### config.mk
export PLATFORM = sky130hd
export DESIGN_NAME = hazard_stall_controller
export DESIGN_NICKNAME = d
export VERILOG_FILES = /design/src/rtl/hazard_stall_controller.sv
export SDC_FILE = /design/constraint.sdc
export NUM_CORES = 1
export LEC_CHECK = 0
export CORE_ASPECT_RATIO = 1.25
export CORE_MARGIN = 2
export CORE_UTILIZATION = 29
export DETAILED_ROUTE_END_ITERATION = 12
export PLACE_DENSITY = 0.82
export SYNTH_ARGS = -nofsm -noshare
export SYNTH_HDL_FRONTEND = slang
export SYNTH_SLANG_ARGS = --single-unit
### constraint.sdc
create_clock -name clk -period 2.1 [get_ports clk]
set_input_delay 0.42 -clock clk [delete_from_list [all_inputs] [get_ports clk]]
set_output_delay 0.42 -clock clk [all_outputs]
set_load 0.03 [all_outputs]
### src/rtl/hazard_stall_controller.sv
// Pipeline sequencing controller: load-use bubbles, data-memory freeze and branch redirects.
// Optional performance counters are built when HAZARD_PERF_CNT_EN is defined.
module hazard_stall_controller #(
  parameter int unsigned REG_ADDR_WIDTH = 5,
  parameter int unsigned CNT_WIDTH      = 32
) (
  input  logic                      clk,
  input  logic                      reset,
  input  logic [REG_ADDR_WIDTH-1:0] id_rs1,
  input  logic [REG_ADDR_WIDTH-1:0] id_rs2,
  input  logic                      id_uses_rs1,
  input  logic                      id_uses_rs2,
  input  logic                      ex_mem_read,
  input  logic [REG_ADDR_WIDTH-1:0] ex_rd,
  input  logic                      ex_branch_taken,
  input  logic                      mem_req_valid,
  input  logic                      mem_req_ready,
  output logic                      stall_pc,
  output logic                      stall_if_id,
  output logic                      bubble_id_ex,
  output logic                      freeze_back,
  output logic                      flush_if_id,
  output logic                      flush_id_ex,
  output logic                      redirect_fire,
  output logic [1:0]                ctl_state,
  output logic [CNT_WIDTH-1:0]      stall_cycles,
  output logic [CNT_WIDTH-1:0]      flush_count
);

  typedef enum logic [1:0] {
    RUN      = 2'b00,
    MEM_WAIT = 2'b01,
    REDIRECT = 2'b10
  } state_e;

  state_e state_q, state_d;
  logic   pending_q, pending_d;
  logic   mem_stall;
  logic   load_use;

  assign mem_stall = mem_req_valid & ~mem_req_ready;
  assign load_use  = ex_mem_read & (ex_rd != '0) &
                     ((id_uses_rs1 & (ex_rd == id_rs1)) | (id_uses_rs2 & (ex_rd == id_rs2)));
  assign ctl_state = state_q;

  always_ff @(posedge clk or posedge reset) begin
    if (reset) begin
      state_q   <= RUN;
      pending_q <= 1'b0;
    end else begin
      state_q   <= state_d;
      pending_q <= pending_d;
    end
  end

  // Next state and control decode; priority is mem_stall > redirect > load_use.
  always_comb begin
    state_d       = state_q;
    pending_d     = pending_q;
    stall_pc      = 1'b0;
    stall_if_id   = 1'b0;
    bubble_id_ex  = 1'b0;
    freeze_back   = 1'b0;
    flush_if_id   = 1'b0;
    flush_id_ex   = 1'b0;
    redirect_fire = 1'b0;
    case (state_q)
      RUN: begin
        if (mem_stall) begin
          stall_pc    = 1'b1;
          stall_if_id = 1'b1;
          freeze_back = 1'b1;
          pending_d   = ex_branch_taken;
          state_d     = MEM_WAIT;
        end else if (ex_branch_taken) begin
          flush_if_id   = 1'b1;
          flush_id_ex   = 1'b1;
          redirect_fire = 1'b1;
        end else if (load_use) begin
          stall_pc     = 1'b1;
          stall_if_id  = 1'b1;
          bubble_id_ex = 1'b1;
        end
      end
      MEM_WAIT: begin
        if (mem_stall) begin
          stall_pc    = 1'b1;
          stall_if_id = 1'b1;
          freeze_back = 1'b1;
        end else begin
          state_d = pending_q ? REDIRECT : RUN;
        end
      end
      REDIRECT: begin
        // A new memory stall defers the flush; pending stays set until it issues.
        if (mem_stall) begin
          stall_pc    = 1'b1;
          stall_if_id = 1'b1;
          freeze_back = 1'b1;
        end else begin
          flush_if_id   = 1'b1;
          flush_id_ex   = 1'b1;
          redirect_fire = 1'b1;
          pending_d     = 1'b0;
          state_d       = RUN;
        end
      end
      default: begin
        pending_d = 1'b0;
        state_d   = RUN;
      end
    endcase
  end

`ifdef HAZARD_PERF_CNT_EN
  logic [CNT_WIDTH-1:0] stall_cycles_q, stall_cycles_d;
  logic [CNT_WIDTH-1:0] flush_count_q, flush_count_d;

  always_comb begin
    stall_cycles_d = stall_cycles_q;
    flush_count_d  = flush_count_q;
    if (stall_pc)      stall_cycles_d = stall_cycles_q + CNT_WIDTH'(1);
    if (redirect_fire) flush_count_d  = flush_count_q + CNT_WIDTH'(1);
  end

  always_ff @(posedge clk or posedge reset) begin
    if (reset) begin
      stall_cycles_q <= '0;
      flush_count_q  <= '0;
    end else begin
      stall_cycles_q <= stall_cycles_d;
      flush_count_q  <= flush_count_d;
    end
  end

  assign stall_cycles = stall_cycles_q;
  assign flush_count  = flush_count_q;
`else
  assign stall_cycles = '0;
  assign flush_count  = '0;
`endif

endmodule
# --- Yosys cells after proc, flatten, opt, wreduce, memory -nomap -nowiden ---
# Index checks and enable logic that the tools add are counted.
totals:
  word_cells: 43
  latch_bits: 0
  output_inout_bits: 73
  ram_bits: 0
  reg_bits: 3
  input_bits: 23
  mem_bits_ro: 0
  memories: 0
op_classes:
  n_bitwise: 8
  n_mux: 20
  n_div: 0
  n_reduce_logical: 6
  n_addsub: 0
  shift: 0
  n_lt_le_gt_ge: 0
  n_eq_ne: 7
  n_mul: 0
ops:
  columns: ["operator", "n"]
  rows:
  - ["1-bit 2-to-1 mux", 12]
  - ["5-bit equality test", 2]
  - ["2-bit 2-to-1 mux", 4]
  - ["2-bit inequality test, second input constant", 3]
  - ["2-bit one-hot mux with 3 select lines", 1]
  - ["3-bit AND reduction", 2]
  - ["1-bit bitwise AND", 5]
  - ["5-bit nonzero test", 1]
  - ["1-bit one-hot mux with 2 select lines", 2]
  - ["1-bit one-hot mux with 3 select lines", 1]
  - ["3-bit OR reduction", 1]
  - ["2-bit by 1-bit equality test with 1-bit output, second input constant", 1]
  - ["2-bit equality test, second input constant", 1]
  - ["2-bit logical NOT", 1]
  - ["1-bit NOT", 2]
  - ["2-bit OR reduction", 1]
  - ["1-bit bitwise OR", 1]

# --- Logic depth before layout (Yosys ltp) ---
depth:
  depth_word: 8
  ltp_mapped: 6
  ltp_nobuf: 6

# --- Worst setup path after synthesis ---
# Ideal clock, no wire load.
synth_timing:
  path_type: "reg-to-output"
  from: "register state_q[1] (netlist: ctl_state[1])"
  to: "output stall_pc"
  path_slack_ps: -403
  required_ps: 1680
  path_stages_with_launch: 7
  n_path_buf: 1
  arrival_time_ps: 2083
  path_cell_list: "dfrtp_1 > inv_1 > ha_1 > o2111ai_2 > or2_1 > o22ai_1 > buf_4"
synth_via:
  elab_chain_len: 3
  word_cells_on_any_way: 5
  classes_between: "eq/ne (2); mux (1); reduce/logical (2)"
synth_lines:
  columns: ["element", "line", "source"]
  rows:
  - ["start: declaration", "36", "state_e state_q, state_d;"]
  - ["start signal: assignment", "51", "state_q <= state_d;"]
  - ["2-bit equality test or 2-bit by 1-bit equality test with 1-bit output (tied branches)", null, null]
  - ["2-bit OR reduction (no line)", null, null]
  - ["1-bit one-hot mux with 2 select lines (*)", null, null]
  - ["end: declaration", "18", "output logic stall_pc,"]
# Every way passes the cells marked *; elsewhere a longest branch is shown, timed or not.

# --- Final worst setup path ---
layout_timing:
  from: "input ex_rd[2]"
  to: "output stall_if_id"
layout_via:
  elab_chain_len: 8
  word_cells_on_any_way: 12
  classes_between: "eq/ne (2); mux (4); bitwise (5); reduce/logical (1)"
layout_lines:
  columns: ["element", "line", "source"]
  rows:
  - ["start: declaration", "14", "input logic [REG_ADDR_WIDTH-1:0] ex_rd,"]
  - ["5-bit equality test", "43", "((id_uses_rs1 & (ex_rd == id_rs1)) | (id_uses_rs2 & (ex_rd == id_rs2)));"]
  - ["1-bit bitwise AND", "43", null]
  - ["1-bit bitwise OR", "43", null]
  - ["1-bit bitwise AND (*)", "42", "assign load_use = ex_mem_read & (ex_rd != '0) &"]
  - ["1-bit 2-to-1 mux (*)", "79", "end else if (load_use) begin"]
  - ["1-bit 2-to-1 mux (*)", "75", "end else if (ex_branch_taken) begin"]
  - ["1-bit 2-to-1 mux (*)", "69", "if (mem_stall) begin"]
  - ["1-bit one-hot mux with 2 select lines (*)", "67", "case (state_q)"]
  - ["end: declaration", "19", "output logic stall_if_id,"]
# Marks and branches as above.

==> metrics.md <==
| Metric | Value |
|---|---|
| Core Rows | `22` |
| Synthesis warning total | `0` |
| Inserted Clock Buffers | `3` |
| Switch share | `0.546` |
| Setup tns final | `0 ns` |
| Max clock buf depth | `2` |
| DRC viols | `0` |
| Clock power frac | `0.119` |
| Worst skew pair latency | `0.23 ns` |
| Maxcap violations | `0` |
| Worst path arrival time | `between 1.5 and 2 ns` |
| Worst setup SP type | `input pin` |
| WL/cell | `8.70 microns` |
| Comb pwr share | `0.760` |
| Most numerous cell in the Yosys netlist | `buf_4` |
| Crit path cell chain | `buf_8, or4_4, o2111ai_2, or2_1, o22ai_4, buf_6` |
| Sequential power share | `0.121` |
| CTS clk-pin slew, worst paths | `0.04 ns` |
| Final Hold Viols | `0` |
| GRT Util Overall | `0.0792` |
| Pre-CTS setup slack | `-0.380 ns` |
| Sw Pwr | `0.457 mW` |
| Maximum vdd drop | `0.406 mV` |
| Die X | `roughly 54 microns` |
| Netlist Area Pre-Place | `between 900 and 1000 sq um` |
| Iter 0 DRT Violations | `4` |
| Minimum clock period | `about 2.1 ns` |
| Slew Viols, Final | `0` |
| Hold Path Class | `in2async` |
| Final total power | `0.838 mW` |
| Layout area overhead | `24.5%` |
| Routability congestion estimate | `about 0.72` |
| First-pass GRT wire length | `2060 microns` |
| Internal Power | `around 0.38 mW` |
| Root Buffer | `clkbuf_4` |
| Slowest-stage cell, CP | `or4_4` |
| H-tree Lvls | `1` |
| Antenna-violating nets left | `0` |
| Routed vias/inst | `3.56` |
| Post-synthesis sequential area ratio | `0.0824` |
| Die area | `3610 sq um` |
| Vias post-DR | `687` |
| Core Footprint | `2970 sq um` |
| Post-synth ARST share | `1.00` |
| Number of global-route vias before repair | `534` |
| Synth cell count leaders | `buf_4 (67), xor2_1 (8), ha_1 (4), inv_1 (4), nor2_1 (4)` |
| Dominant cells by area after synthesis | `buf_4 (55%), dfrtp_1 (8.2%), xor2_1 (7.7%), ha_1 (5.5%), xnor2_1 (1.9%)` |
| DRT Pass-1 Iters | `2` |
| Ratio of cells with drive above 1 in the final layout | `0.236` |
| Grt ovf | `0` |
| Worst setup slack after layout | `0.0314 ns` |
| Drt total wl | `1680 microns` |
| # IOs | `96` |
| Antenna diodes | `0` |
| Post-synth EDFFs | `0` |
| Port bufs | `31` |
| CTS tree | `done` |
| Die Y | `66.7 microns` |
| Mapped Cells | `118` |
| Initial antenna violation count | `0` |
| Post-DP HPWL | `1400 microns` |
| Cell Pwr Density | `739 nW/um^2` |
| Lkg Pwr | `roughly 0.61 nW` |
| Largest net degree at the start of global routing | `9` |
| Status | `finished clean` |
| CTS sink count | `3` |
| Primary FF master, synth | `dfrtp_1` |
| Avg Cell Area, Syn | `7.72 sq um` |
| CP Data Required Time | `1.68 ns` |
| Unrepaired setup endpoints after global routing | `true` |
| Hold_buf cts | `0` |
| Number of synthesized register bits | `3` |
| Fmax | `approximately 480 MHz` |
| Worst-path fanout max | `3` |
| CP Class | `in2out` |
| Final Core Density | `0.381` |
| Nets | `185` |
| Worst stage delay on the critical path | `0.53 ns` |
| Final cycle utilization of the critical path | `0.985` |
| Initial cell density of the core | `0.306` |
| Setup crit end kind | `output pin` |
| Worst Skew | `0.00103 ns` |
| Synth cell types | `27` |
| Final setup fails | `0` |
| Yosys top cell by area | `buf_4` |
| Share of the synthesized area in the top cell type | `0.552` |
==> placed cells by master (no fill, tap or decap), types with 2 or more instances in the layout <==
cell type        instances
buf_4                   13
dlygate4sd2_1            3
inv_1                    2
nand2_1                  3
xor2_1                   7
clkbuf_2                 2
o21ai_0                  2
inv_2                    2
ha_1                     3
nor2_1                   3
dfrtp_1                  2
nand3_1                  2
clkdlybuf4s15_1          4
buf_6                    5
xnor2_1                  2
conb_1                  64
clkdlybuf4s50_1         11
nor4_2                   2
clkbuf_4                 3
==> worst max-delay path: cells and delay by family <==
| kind | cells | cell delay [ns] |
|---|---|---|
| AOI/OAI and AO/OA | 2 | 0.27 |
| and+or+nand+nor | 2 | 0.70 |
| buffers and inverters | 2 | 0.25 |
==> final cells by class <==
type	instances	area [sq um]
Clock buffer	4	26.3
Tap cell	36	45.0
Sequential cell	3	76.3
Timing Repair Buffer	40	360
Multi-Input combinational cell	106	611
Fill cell	314	1840
Inverter	4	15.0
==> routing by layer <==
metal | vias to the layer above | wire (microns) | share of wire | global-route usage
met2 | 59 | 895 | 0.53 | 0.155
met5 | - | 0 | 0 | 0
met1 | 302 | 445 | 0.26 | 0.0570
li1 | 326 | - | - | -
met4 | 0 | 0 | 0 | 0.0375
met3 | 0 | 338 | 0.20 | 0.0426
==> through the flow <==
stage | instance area (sq um) | hold WS [ns] | cells
3_5_place_dp | 1030 | 0.489 | 184
6_report | 1130 | 0.353 | 193
2_1_floorplan | 1170 | 0.174 | 181
4_1_cts | 1080 | 0.347 | 189
3_3_place_gp | 1030 | 0.487 | 184
5_1_grt | 1130 | 0.353 | 193
==> flip-flops by register name, summed over array words and instances, names as in the netlist <==
| name | flops |
|---|---|
| ctl_state | 2 |
| pending_q | 1 |
==> kinds of logic (layout without fill, tap and decap cells) <==
group / Yosys count / count (layout) / synth area share
compound gates: 10 / 10 / 0.0838
xor+xnor: 10 / 10 / 0.0962
fa+ha+maj: 4 / 4 / 0.0549
buf+inv: 72 / 48 / 0.573
flops: 3 / 3 / 0.0824
mux: 1 / 1 / 0.0110
other cells: 1 / 64 / 0.00412
simple gates: 17 / 17 / 0.0948
==> what timing repair did <==
| item | 4_1_cts | 5_1_grt |
|---|---|---|
| resized for setup | 37 | 15 |
| hold endpoints to repair | 0 | 0 |
| buffers inserted | 1 | 4 |
| setup endpoints to repair | 3 | 3 |
| pin swaps | 11 | 14 |
==> power by group through the flow <==
stage                     combinational, mW  sequential, mW  clock, mW
after detailed placement              0.568          0.0983          0
final                                 0.637           0.102     0.0995
after global routing                  0.681           0.105      0.117
after floorplan                       0.497           0.121          0
after global placement                0.562          0.0972          0
after CTS                             0.600          0.0999      0.104
==> worst paths after layout <==
check                                  start            to  slack [ns]  cells after the start
worst max-delay path                ex_rd[2]   stall_if_id        0.03                      6
worst min-delay path                   reset     pending_q        0.35                      2
worst max register to register  ctl_state[1]  ctl_state[0]        0.72                      7
worst min register to register     pending_q     pending_q        0.50                      1
max in group asynchronous              reset  ctl_state[0]        1.61                      2
min in group clk                   pending_q     pending_q        0.50                      1
No activity file was read; power rests on OpenSTA's default activity.
